--- src/rtl/alu_pkg.sv ---
// rtl/alu_pkg.sv - shared opcode, state and width definitions for the ALU slice
//
// Purpose: ALUOP encodings, FSM state type and default datapath width shared by
//          alu_comb and alu_seq_unit.
// Ports:   none (package).

package alu_pkg;

    localparam int ALU_WIDTH = 8;

    localparam logic [2:0] ALU_FWD = 3'b000;
    localparam logic [2:0] ALU_ADD = 3'b001;
    localparam logic [2:0] ALU_AND = 3'b010;
    localparam logic [2:0] ALU_OR  = 3'b011;
    localparam logic [2:0] ALU_MUL = 3'b100;
    localparam logic [2:0] ALU_SLL = 3'b101;
    localparam logic [2:0] ALU_SRL = 3'b110;
    localparam logic [2:0] ALU_SRA = 3'b111;

    typedef enum logic [1:0] {
        S_IDLE = 2'b00,
        S_RUN  = 2'b01,
        S_FIN  = 2'b10
    } state_t;

endpackage

--- src/rtl/alu_comb.sv ---
// rtl/alu_comb.sv - combinational FWD/ADD/AND/OR datapath
//
// Purpose: single-cycle ALU operations; any other opcode yields zero.
// Ports:   op_i  - operation select (ALU_* encoding)
//          a_i   - operand A
//          b_i   - operand B
//          y_o   - result

module alu_comb
    import alu_pkg::*;
#(
    parameter int WIDTH = ALU_WIDTH
) (
    input  logic [2:0]       op_i,
    input  logic [WIDTH-1:0] a_i,
    input  logic [WIDTH-1:0] b_i,
    output logic [WIDTH-1:0] y_o
);

    always_comb begin
        y_o = '0;
        case (op_i)
            ALU_FWD: y_o = b_i;
            ALU_ADD: y_o = a_i + b_i;
            ALU_AND: y_o = a_i & b_i;
            ALU_OR:  y_o = a_i | b_i;
            default: y_o = '0;
        endcase
    end

endmodule

--- src/rtl/alu_seq_unit.sv ---
// rtl/alu_seq_unit.sv - ALU execution stage with iterative multiply and shifts
//
// Purpose: single-cycle FWD/ADD/AND/OR, shift-add MUL over MUL_ITER cycles and
//          one-bit-per-cycle SLL/SRL/SRA, sequenced by an IDLE/RUN/FIN FSM.
// Ports:   CLK    - clock, all state on posedge
//          RESET  - asynchronous active-high reset
//          START  - request, sampled only in IDLE
//          ALUOP  - operation select, latched with START
//          DATA1  - operand A
//          DATA2  - operand B or unsigned shift amount
//          RESULT - registered result
//          ZERO   - registered (RESULT == 0)
//          BUSY   - high while a multi-cycle op iterates
//          DONE   - one-cycle pulse when RESULT is newly valid

module alu_seq_unit
    import alu_pkg::*;
#(
    parameter int WIDTH    = ALU_WIDTH,
    parameter int MUL_ITER = ALU_WIDTH
) (
    input  logic             CLK,
    input  logic             RESET,
    input  logic             START,
    input  logic [2:0]       ALUOP,
    input  logic [WIDTH-1:0] DATA1,
    input  logic [WIDTH-1:0] DATA2,
    output logic [WIDTH-1:0] RESULT,
    output logic             ZERO,
    output logic             BUSY,
    output logic             DONE
);

    localparam int               CNT_W     = $clog2(WIDTH + 1);
    localparam logic [WIDTH-1:0] SHIFT_SAT = WIDTH'(WIDTH);
    localparam logic [CNT_W-1:0] CNT_FULL  = CNT_W'(WIDTH);
    localparam logic [CNT_W-1:0] CNT_MUL   = CNT_W'(MUL_ITER);
    localparam logic [CNT_W-1:0] CNT_ONE   = CNT_W'(1);

    state_t           state_q;
    logic [2:0]       op_q;
    logic [CNT_W-1:0] cnt_q;
    logic [WIDTH-1:0] a_q;       // multiplicand, or shift register
    logic [WIDTH-1:0] b_q;       // multiplier
    logic [WIDTH-1:0] acc_q;
    logic [WIDTH-1:0] result_q;
    logic             zero_q;
    logic             busy_q;
    logic             done_q;

    logic [WIDTH-1:0] comb_y;
    logic [WIDTH-1:0] a_d;
    logic [WIDTH-1:0] b_d;
    logic [WIDTH-1:0] acc_d;
    logic [WIDTH-1:0] iter_y;
    logic [CNT_W-1:0] shamt;

    alu_comb #(
        .WIDTH (WIDTH)
    ) u_comb (
        .op_i (ALUOP),
        .a_i  (DATA1),
        .b_i  (DATA2),
        .y_o  (comb_y)
    );

    // Shift amounts at or above WIDTH saturate: all bits shifted out.
    always_comb begin
        shamt = (DATA2 >= SHIFT_SAT) ? CNT_FULL : DATA2[CNT_W-1:0];
    end

    // One iteration of the latched multi-cycle op.
    always_comb begin
        a_d   = a_q;
        b_d   = b_q;
        acc_d = acc_q;
        case (op_q)
            ALU_MUL: begin
                if (b_q[0]) begin
                    acc_d = acc_q + a_q;
                end
                a_d = a_q << 1;
                b_d = b_q >> 1;
            end
            ALU_SLL: a_d = {a_q[WIDTH-2:0], 1'b0};
            ALU_SRL: a_d = {1'b0, a_q[WIDTH-1:1]};
            ALU_SRA: a_d = {a_q[WIDTH-1], a_q[WIDTH-1:1]};
            default: ;
        endcase
        iter_y = (op_q == ALU_MUL) ? acc_d : a_d;
    end

    always_ff @(posedge CLK or posedge RESET) begin
        if (RESET) begin
            state_q  <= S_IDLE;
            op_q     <= ALU_FWD;
            cnt_q    <= '0;
            a_q      <= '0;
            b_q      <= '0;
            acc_q    <= '0;
            result_q <= '0;
            zero_q   <= 1'b1;
            busy_q   <= 1'b0;
            done_q   <= 1'b0;
        end else begin
            case (state_q)
                S_IDLE: begin
                    done_q <= 1'b0;
                    if (START) begin
                        op_q <= ALUOP;
                        a_q  <= DATA1;
                        b_q  <= DATA2;
                        if (ALUOP == ALU_MUL) begin
                            cnt_q   <= CNT_MUL;
                            acc_q   <= '0;
                            busy_q  <= 1'b1;
                            state_q <= S_RUN;
                        end else if (ALUOP >= ALU_SLL) begin
                            if (shamt == '0) begin
                                result_q <= DATA1;
                                zero_q   <= (DATA1 == '0);
                                done_q   <= 1'b1;
                                state_q  <= S_FIN;
                            end else begin
                                cnt_q   <= shamt;
                                busy_q  <= 1'b1;
                                state_q <= S_RUN;
                            end
                        end else begin
                            result_q <= comb_y;
                            zero_q   <= (comb_y == '0);
                            done_q   <= 1'b1;
                            state_q  <= S_FIN;
                        end
                    end
                end
                S_RUN: begin
                    a_q   <= a_d;
                    b_q   <= b_d;
                    acc_q <= acc_d;
                    cnt_q <= cnt_q - CNT_ONE;
                    if (cnt_q == CNT_ONE) begin
                        result_q <= iter_y;
                        zero_q   <= (iter_y == '0);
                        busy_q   <= 1'b0;
                        done_q   <= 1'b1;
                        state_q  <= S_FIN;
                    end
                end
                S_FIN: begin
                    done_q  <= 1'b0;
                    state_q <= S_IDLE;
                end
                default: begin
                    busy_q  <= 1'b0;
                    done_q  <= 1'b0;
                    state_q <= S_IDLE;
                end
            endcase
        end
    end

    assign RESULT = result_q;
    assign ZERO   = zero_q;
    assign BUSY   = busy_q;
    assign DONE   = done_q;

endmodule

--- config.mk ---
export PLATFORM = sky130hd
export DESIGN_NAME = alu_seq_unit
export DESIGN_NICKNAME = d
export VERILOG_FILES = /design/src/rtl/alu_pkg.sv /design/src/rtl/alu_comb.sv /design/src/rtl/alu_seq_unit.sv
export SDC_FILE = /design/constraint.sdc
export NUM_CORES = 1
export LEC_CHECK = 0
export BUFFER_PORTS_ARGS = -buffer_cell sky130_fd_sc_hd__buf_2
export CORE_MARGIN = 5
export CORE_UTILIZATION = 50
export DETAILED_ROUTE_END_ITERATION = 16
export PLACE_DENSITY = 0.69
export SLEW_MARGIN = 15
export SYNTH_ARGS = -nofsm -noshare
export SYNTH_HDL_FRONTEND = slang
export SYNTH_SLANG_ARGS = --single-unit
--- constraint.sdc ---
create_clock -name CLK -period 2.6 [get_ports CLK]
set_clock_uncertainty 0.1 [all_clocks]
set_input_delay 0.39 -clock CLK [delete_from_list [all_inputs] [get_ports CLK]]
set_output_delay 0.39 -clock CLK [all_outputs]
set_load 0.02 [all_outputs]
==> impl_results.md, run 1 <==
* Synth Register Bits at between 40 and 50
* Final period util at around 96%
* Post-Syn Area at around 3600 um2
* Setup CP Type: flip-flop to flip-flop
* CP Cell Sequence: ha_1, a211o_1, o211ai_1, a21oi_1, xnor2_1, a221o_1, and4b_1, a41o_1
* Vias per inst at ~5.8
* Layout cell share with drive strength beyond 1 at about a fifth
* Die ar. at between 8000 and 9000 um2
* Outcome: finished, final reports clean
* Post-Syn Nets at ~480
* Filler cells at between 600 and 700
* Post-synth EDFFs at 0
* PwrDens at between 1000 and 1500 nW/um2
* Startpoint Class: flip-flop
* Clock Tree Root: clkbuf_8
* Port Buffers at 32
* Dominant synthesized flop cell: dfrtp_1
* First-pass GRT wire length at 15.58 mm
* WP data required at 2.74 ns
* Detail Route Antenna Nets at 0
* Clk pin slew, worst setup/hold paths at 0.10 ns
* Crit path max fanout at 6
* Area share of the largest cell type after synthesis at between 30% and 40%
* Largest net degree at the start of global routing at 26
* TritonCTS clock tree: built
* F_max at 399.5 MHz
* WHS at between 0.2 and 0.3 ns
* Die Y at around 95 um
* # DRC at 0
* Syn Area/Cell at 8.278 um2
* Drt pass-1 iters at 5
* CP max stage cell: dfrtp_2
* Initial antenna violation count at 0
* RD Place Congestion at 0.8923
* Clock Latency Late Sink at between 0.3 and 0.4 ns
* DR WL/cell at 16.17 um
* Nets at 525
* Die width at 94.57 um
* Most common cell in the netlist: nand2_1
* Hold WC Path Type: input port to flip-flop
* Arrival @ worst endpoint at between 2 and 3 ns
* Number of top-level pins at 33
* Sequential-to-total area share from yosys stat at a little under a third
* Clock sink count at 44
* Initial detailed-routing violation count at approximately 210
* YS warnings at 0
* Slew @ Worst Pin at around 0.6 ns
* Layout area overhead at 13.75%
* Setup violators final at 0
* GRT Total Usage at between 20% and 30%
* Leak at 1.911 nW
* CP peak stage delay at between 0.4 and 0.5 ns
* Clock buffer depth at 2
* Core ar. at 6869 um2
* RSZ-0062 raised after global routing: false
* Synthesized instance count at 432
* CP Buf/Inv Count at 0
* Final Hold Fails at 0
* Top post-synthesis cells by count: nand2_1, nor2_1, dfrtp_1
* Top Family by Delay on Critical Path: compound AO/OA/AOI/OAI gates
* Synth area leader: dfrtp_1
* DP HPWL at 7.306 mm
* H-tree depth at 2
* Via count at ~3.3k
* Slew HR at around three fifths
* FFs w/ async S/R, synth at 100.0%
* Synth cell types at 72
* Ant diodes at 0
* Synth area leaders: dfrtp_1, ha_1, nand2_1
* Total CTS buffers at 5
* Setup crit end kind: flip-flop
* GRT overflow at 0
* Maximum vdd drop at roughly 0.36 mV
* FP Rows at 30
* Max-Cap Viols at 0
* Tmin final at around 2.5 ns
* Initial core utilization at a little over half
* Setup TNS at 0 ns
* Slew Viols, Final at 0
* Routed wire length at slightly above 9 mm
* Vias in the first global route at around 3.2k
-- worst reg2reg max path: stages (launching register included) --
cell      delay (ns)
dfrtp_2         0.48
ha_1            0.32
a211o_1         0.28
o211ai_1        0.14
a21oi_1         0.12
xnor2_1         0.17
a221o_1         0.38
and4b_1         0.22
a41o_1          0.23
-- logic make-up after synthesis --
family                     synth area share (%)
and+or+nand+nor                           19.80
AOI/OAI and AO/OA                         24.49
buffers and inverters                     6.018
DFF                                       30.83
adders and majority gates                 9.867
muxes                                     7.033
xor gates and xnor gates                  1.959
-- area by class of cell --
cell class	count	area, um2	share of cell area, %
Multi-Input combinational cell	337	2280	56.04
Tap cell	96	120.1	2.953
Clock buffer	5	68.82	1.692
Inverter	30	113.9	2.799
Sequential cell	44	1104	27.13
Timing Repair Buffer	58	357.8	8.797
Clock inverter	3	23.77	0.5844
-- cells in the final DEF, fill, tap and decap left out, drive strengths merged, types with 3 or more instances in the layout --
| cell | instances |
|---|---|
| inv | 29 |
| o32ai | 3 |
| ha | 25 |
| a21o | 7 |
| nand3 | 4 |
| nand2 | 56 |
| xor2 | 4 |
| nor3 | 7 |
| nor2b | 7 |
| o21ai | 35 |
| buf | 57 |
| a221oi | 6 |
| a211oi | 6 |
| o31ai | 3 |
| o211ai | 3 |
| nor4 | 4 |
| nor2 | 50 |
| dfrtp | 43 |
| mux2 | 5 |
| xnor2 | 4 |
| a31oi | 10 |
| mux2i | 15 |
| clkbuf | 5 |
| and2 | 4 |
| a22o | 6 |
| a21oi | 27 |
| a22oi | 6 |
| nand2b | 3 |
-- metal layers --
layer	part of all wire [%]	GRT usage, %	wire length [um]	vias to the layer above
met5	0	0	0	-
li1	-	-	-	1631
met3	5.9	2.470	547	14
met1	45	29.32	4142	1580
met2	47	36.64	4392	111
met4	2.0	7.813	183	0
-- flip-flops by register name, indices dropped and copies added (netlist names) --
name / cells
b_q: 8
a_q: 8
RESULT: 8
ZERO: 1
state_q: 2
op_q: 3
DONE: 1
BUSY: 1
cnt_q: 4
acc_q: 8
-- per-stage QoR --
| stage | setup slack, ns | area (um2) | utilization, % | total power [mW] | cells |
|---|---|---|---|---|---|
| detailed placement | -0.1286 | 3928 | 57.18 | 3.722 | 562 |
| CTS | 0.009406 | 4030 | 58.67 | 4.182 | 571 |
| floorplan | 0.2203 | 3576 | - | 3.057 | 432 |
| global placement | -0.01325 | 3928 | 57.18 | 3.661 | 562 |
| finish | 0.09676 | 4068 | 59.22 | 4.237 | 573 |
| global route | 0.01677 | 4068 | 59.22 | 4.586 | 573 |
-- final timing paths --
kind                            from   endpoint  slack [ns]  depth (start not counted)
setup / recovery              a_q[1]       ZERO         0.1                          8
hold / removal              DATA2[4]     b_q[4]        0.27                          3
setup reg to reg              a_q[1]       ZERO         0.1                          8
hold reg to reg            RESULT[5]  RESULT[5]        0.38                          1
max in group asynchronous      RESET       ZERO        1.31                          4
min in group asynchronous      RESET  RESULT[3]        0.45                          3
-- repair_timing --
| action | 4_1_cts | 5_1_grt |
|---|---|---|
| hold endpoints to repair | 12 | 0 |
| gates resized for setup | 0 | 7 |
| endpoints found under the setup margin | 0 | 5 |
| setup buffers | 0 | 2 |
| hold buffers | 1 | 0 |
-- power breakdown --
part	internal, mW	total (mW)	switching (mW)
registers	1.01	1.34	0.328
logic	1.02	2.44	1.42
clock network	0.191	0.457	0.267
total	2.22	4.24	2.02
No activity file was read; power rests on OpenSTA's default activity.
==> run 2, diff against run 1 <==
--- a/config.mk
+++ b/config.mk
@@ -5,6 +5,7 @@
 export SDC_FILE = /design/constraint.sdc
 export NUM_CORES = 1
 export LEC_CHECK = 0
+export ABC_AREA = 1
 export BUFFER_PORTS_ARGS = -buffer_cell sky130_fd_sc_hd__buf_2
 export CORE_MARGIN = 5
 export CORE_UTILIZATION = 50
==> constraint.sdc (replaced) <==
create_clock -name CLK -period 2.85 [get_ports CLK]
set_clock_uncertainty 0.1 [all_clocks]
set_input_delay 0.4275 -clock CLK [delete_from_list [all_inputs] [get_ports CLK]]
set_output_delay 0.4275 -clock CLK [all_outputs]
set_load 0.02 [all_outputs]
==> run 2 against run 1 <==
  * Setup slack gained 0.34 ns
  * Fmax rose by 3.8%
  * Combinational power fell by 16%
  * Critical path type unchanged
==> impl_results.md, run 2 <==
* Outcome: finished, final reports clean (unchanged)
* Top Usage Layer GRT: met2 (unchanged)
* Synth cell types at 37 (was 72)
* Die ar. at 8932 um2 (was 8943 um2)
* FP Rows at 30 (unchanged)
* Setup violators final at 0 (unchanged)
* F_max at 414.6 MHz (was 399.5 MHz)
* CP Buf/Inv Count at 2 (was 0)
* Area of the multi-input gates at 2046 um2 (was 2280 um2)
* Maximum vdd drop at 0.3659 mV (was 0.3573 mV)
* Most common cell after layout, fill and taps aside: nand2_1 (unchanged)
* Vias in the first global route at 3,392 (was 3,183)
* Most common cell in the netlist: nand2_1 (unchanged)
* Commonest cells after routing, fill and taps aside: nand2_1, inv_1, nor2_1 (was nand2_1, nor2_1, dfrtp_1)
* RD Place Congestion at 0.9864 (was 0.8923)
* Syn Area/Cell at 6.725 um2 (was 8.278 um2)
* CP Cell Sequence: nor2_4, inv_2, buf_4, o21ai_2, o211ai_1, o21ai_0 (was ha_1, a211o_1, o211ai_1, a21oi_1, xnor2_1, a221o_1, and4b_1, a41o_1)
* Dominant synthesized flop cell: dfrtp_1 (unchanged)
* Placed Instance Area at 3812 um2 (was 3928 um2)
* Drt pass-1 iters at 5 (unchanged)
* Layout cell share with drive strength beyond 1 at 10.80% (was 19.92%)
* FFs w/ async S/R, synth at 100.0% (unchanged)
* Arrival @ worst endpoint at 2.53 ns (was 2.64 ns)
* Clock Latency Late Sink at 0.31 ns (about the same)
* Comb pwr share at 55.6% (was 57.6%)
* Port Buffers at 32 (unchanged)
* Sequential-to-total area share from yosys stat at 30.87% (was 30.83%)
* Met2 usage at 40.31% (was 36.64%)
* H-tree depth at 2 (unchanged)
* Core ar. at 6869 um2 (unchanged)
* Via count at 3,599 (was 3,336)
* CP peak stage delay at 0.56 ns (was 0.48 ns)
* RSZ-0062 raised after global routing: false (unchanged)
* RR Startpoint: state_q[1] (was a_q[1])
* Met3 usage at 2.709% (was 2.470%)
* R2R Path End: b_q[5] (was ZERO)
* Initial antenna violation count at 0 (unchanged)
* Leak at 2.080 nW (was 1.911 nW)
* Slew HR at 54.90% (was 60.93%)
* Slew Viols, Final at 0 (unchanged)
* Final period util at 84.63% (was 96.28%)
* Clock sink count at 44 (unchanged)
* Cell count of the worst reg-to-reg path at 6 (was 8)
* Area share of the largest cell type after synthesis at 30.13% (was 30.09%)
* Routed wire length at 9.674 mm (was 9.265 mm)
* Register area at 1102 um2 (was 1104 um2)
* GR Util met1 at 30.58% (was 29.32%)
* Nets at 613 (was 525)
* Number of top-level pins at 33 (unchanged)
* Synth area leaders: dfrtp_1, nand2_1, inv_1 (was dfrtp_1, ha_1, nand2_1)
* CP max stage cell: nor2_4 (was dfrtp_2)
* WP data required at 2.97 ns (was 2.74 ns)
* Hold Crit Depth at 3 (unchanged)
* GRT Total Usage at 23.18% (was 21.92%)
* Setup CP Type: flip-flop to flip-flop (unchanged)
* Setup TNS at 0 ns (unchanged)
* Setup crit end kind: flip-flop (unchanged)
* Layout area overhead at 10.27% (was 13.75%)
* Sequential power share at 30.9% (was 31.6%)
* Crit path max fanout at 28 (was 6)
* Vias per inst at 5.445 (was 5.822)
* Min-delay src: ALUOP[1] (was DATA2[4])
* Initial detailed-routing violation count at 257 (was 206)
* DR WL/cell at 14.64 um (was 16.17 um)
* Largest net degree at the start of global routing at 32 (was 26)
* Layout Cells excl Fill at 661 (was 573)
* DP HPWL at 7.859 mm (was 7.306 mm)
* R2r setup slk at 0.44 ns (was 0.1 ns)
* P_sw at 1.836 mW (was 2.016 mW)
* Top Family by Delay on Critical Path: compound AO/OA/AOI/OAI gates (unchanged)
* Detail Route Antenna Nets at 0 (unchanged)
* Resized Gates After CTS at 0 (unchanged)
* Clock network fraction of total power at 13.6% (was 10.8%)
* # DRC at 0 (unchanged)
* YS warnings at 0 (unchanged)
* Synth area leader: dfrtp_1 (unchanged)
* Post-synth EDFFs at 0 (unchanged)
* Hold WC Path Type: input port to flip-flop (unchanged)
* Clock Tree Root: clkbuf_8 (unchanged)
* TritonCTS clock tree: built (unchanged)
* Max-Cap Viols at 0 (unchanged)
* Synthesized instance count at 531 (was 432)
* Post-Syn Area at 3571 um2 (was 3576 um2)
* Setup WS pre-CTS at 0.3489 ns (was -0.1286 ns)
* Ant diodes at 0 (unchanged)
* PwrDens at 939.0 nW/um2 (was 1042 nW/um2)
* Clk pin slew, worst setup/hold paths at 0.09 ns (was 0.10 ns)
* Total CTS buffers at 5 (unchanged)
* Die width at 94.51 um (was 94.57 um)
* Int Pwr at 1.862 mW (was 2.222 mW)
* Final instance area at 3938 um2 (was 4068 um2)
* First-pass GRT wire length at 16.45 mm (was 15.58 mm)
* Clock buffer depth at 2 (unchanged)
* Startpoint Class: flip-flop (unchanged)
* Synth Register Bits at 44 (unchanged)
* Hold Path Sink: op_q[1] (was b_q[4])
* Initial core utilization at 51.99% (was 52.06%)
* Post-Syn Nets at 580 (was 481)
* PnR worst setup slack at 0.4379 ns (was 0.09676 ns)
* Setup Buffers After CTS at 0 (unchanged)
* Top post-synthesis cells by count: nand2_1, inv_1, nor2_1 (was nand2_1, nor2_1, dfrtp_1)
* Switching Fraction at 49.65% (was 47.56%)
* Die Y at 94.51 um (was 94.57 um)
* Tmin final at 2.412 ns (was 2.503 ns)
* Placed cell count at 652 (was 562)
* WP depth at 6 (was 8)
* Final Hold Fails at 0 (unchanged)
* Fin util at 57.32% (was 59.22%)
* Filler cells at 696 (was 629)
* GRT overflow at 0 (unchanged)
* Slew @ Worst Pin at 0.6748 ns (was 0.5848 ns)
[run 2: cell types whose count changed after synthesis, sizes merged, moves of 10 or more]
cell	change
a21oi	-12
o22ai	+10
nand3	+44
o221ai	+10
inv	+63
nand2	+76
mux2i	-15
o21ai	+16
[run 2: cell type report]
type / count / area share, %
multi-input cells: 382 / 51.95
flip-flops and latches: 44 / 27.99
inverters: 94 / 8.993
repair buffers: 37 / 5.084
well taps: 96 / 3.051
clock buffers: 5 / 1.748
clock inverters: 3 / 1.176
[run 2: power by group through the flow]
stage / clock (mW) / combinational, mW / sequential (mW)
floorplan: 0 / 1.51 / 1.15
global placement: 0 / 1.99 / 1.14
detailed placement: 0 / 2.04 / 1.15
CTS: 0.511 / 2.04 / 1.14
global route: 0.538 / 2.34 / 1.18
finish: 0.502 / 2.05 / 1.14
[run 2: through the flow]
step           hold slack [ns]  total power, mW
2_1_floorplan           0.3902            2.654
3_3_place_gp            0.3168            3.135
3_5_place_dp            0.3093            3.184
4_1_cts                 0.3140            3.692
5_1_grt                 0.3322            4.057
6_report                0.3165            3.697
[run 2: worst register-to-register path, stage by stage, from the launching register on]
cell      delay, ns
dfrtp_1        0.43
nor2_4         0.56
inv_2          0.20
buf_4          0.27
o21ai_2        0.47
o211ai_1       0.17
o21ai_0        0.13
[run 2: cells by family after synthesis]
family / Yosys count / share of synthesized area (%)
buffers and inverters: 105 / 11.84
DFF: 44 / 30.87
AOI/OAI and AO/OA: 103 / 17.20
adders and majority gates: 27 / 9.881
xor gates and xnor gates: 3 / 0.7359
and+or+nand+nor: 249 / 29.47
[run 2: routing by layer]
| metal | up-vias | share of wire, % | wire, um |
|---|---|---|---|
| met5 | - | 0 | 0 |
| met4 | 0 | 1.7 | 165 |
| met3 | 15 | 5.6 | 542 |
| met2 | 133 | 49 | 4736 |
| met1 | 1650 | 44 | 4229 |
| li1 | 1801 | - | - |
[run 2: timing repair]
action                     4_1_cts  5_1_grt
hold buffers                     1        0
hold endpoints to repair        13        0
setup endpoints to repair        0        0
[run 2: worst max path at each step]
stage | start | endpoint | slack [ns]
2_1_floorplan | DATA1[0] | ZERO | 0.64
3_3_place_gp | DATA1[0] | ZERO | 0.39
3_5_place_dp | DATA1[0] | ZERO | 0.35
4_1_cts | state_q[1] | b_q[5] | 0.47
5_1_grt | state_q[0] | ZERO | 0.17
6_report | state_q[1] | b_q[5] | 0.44
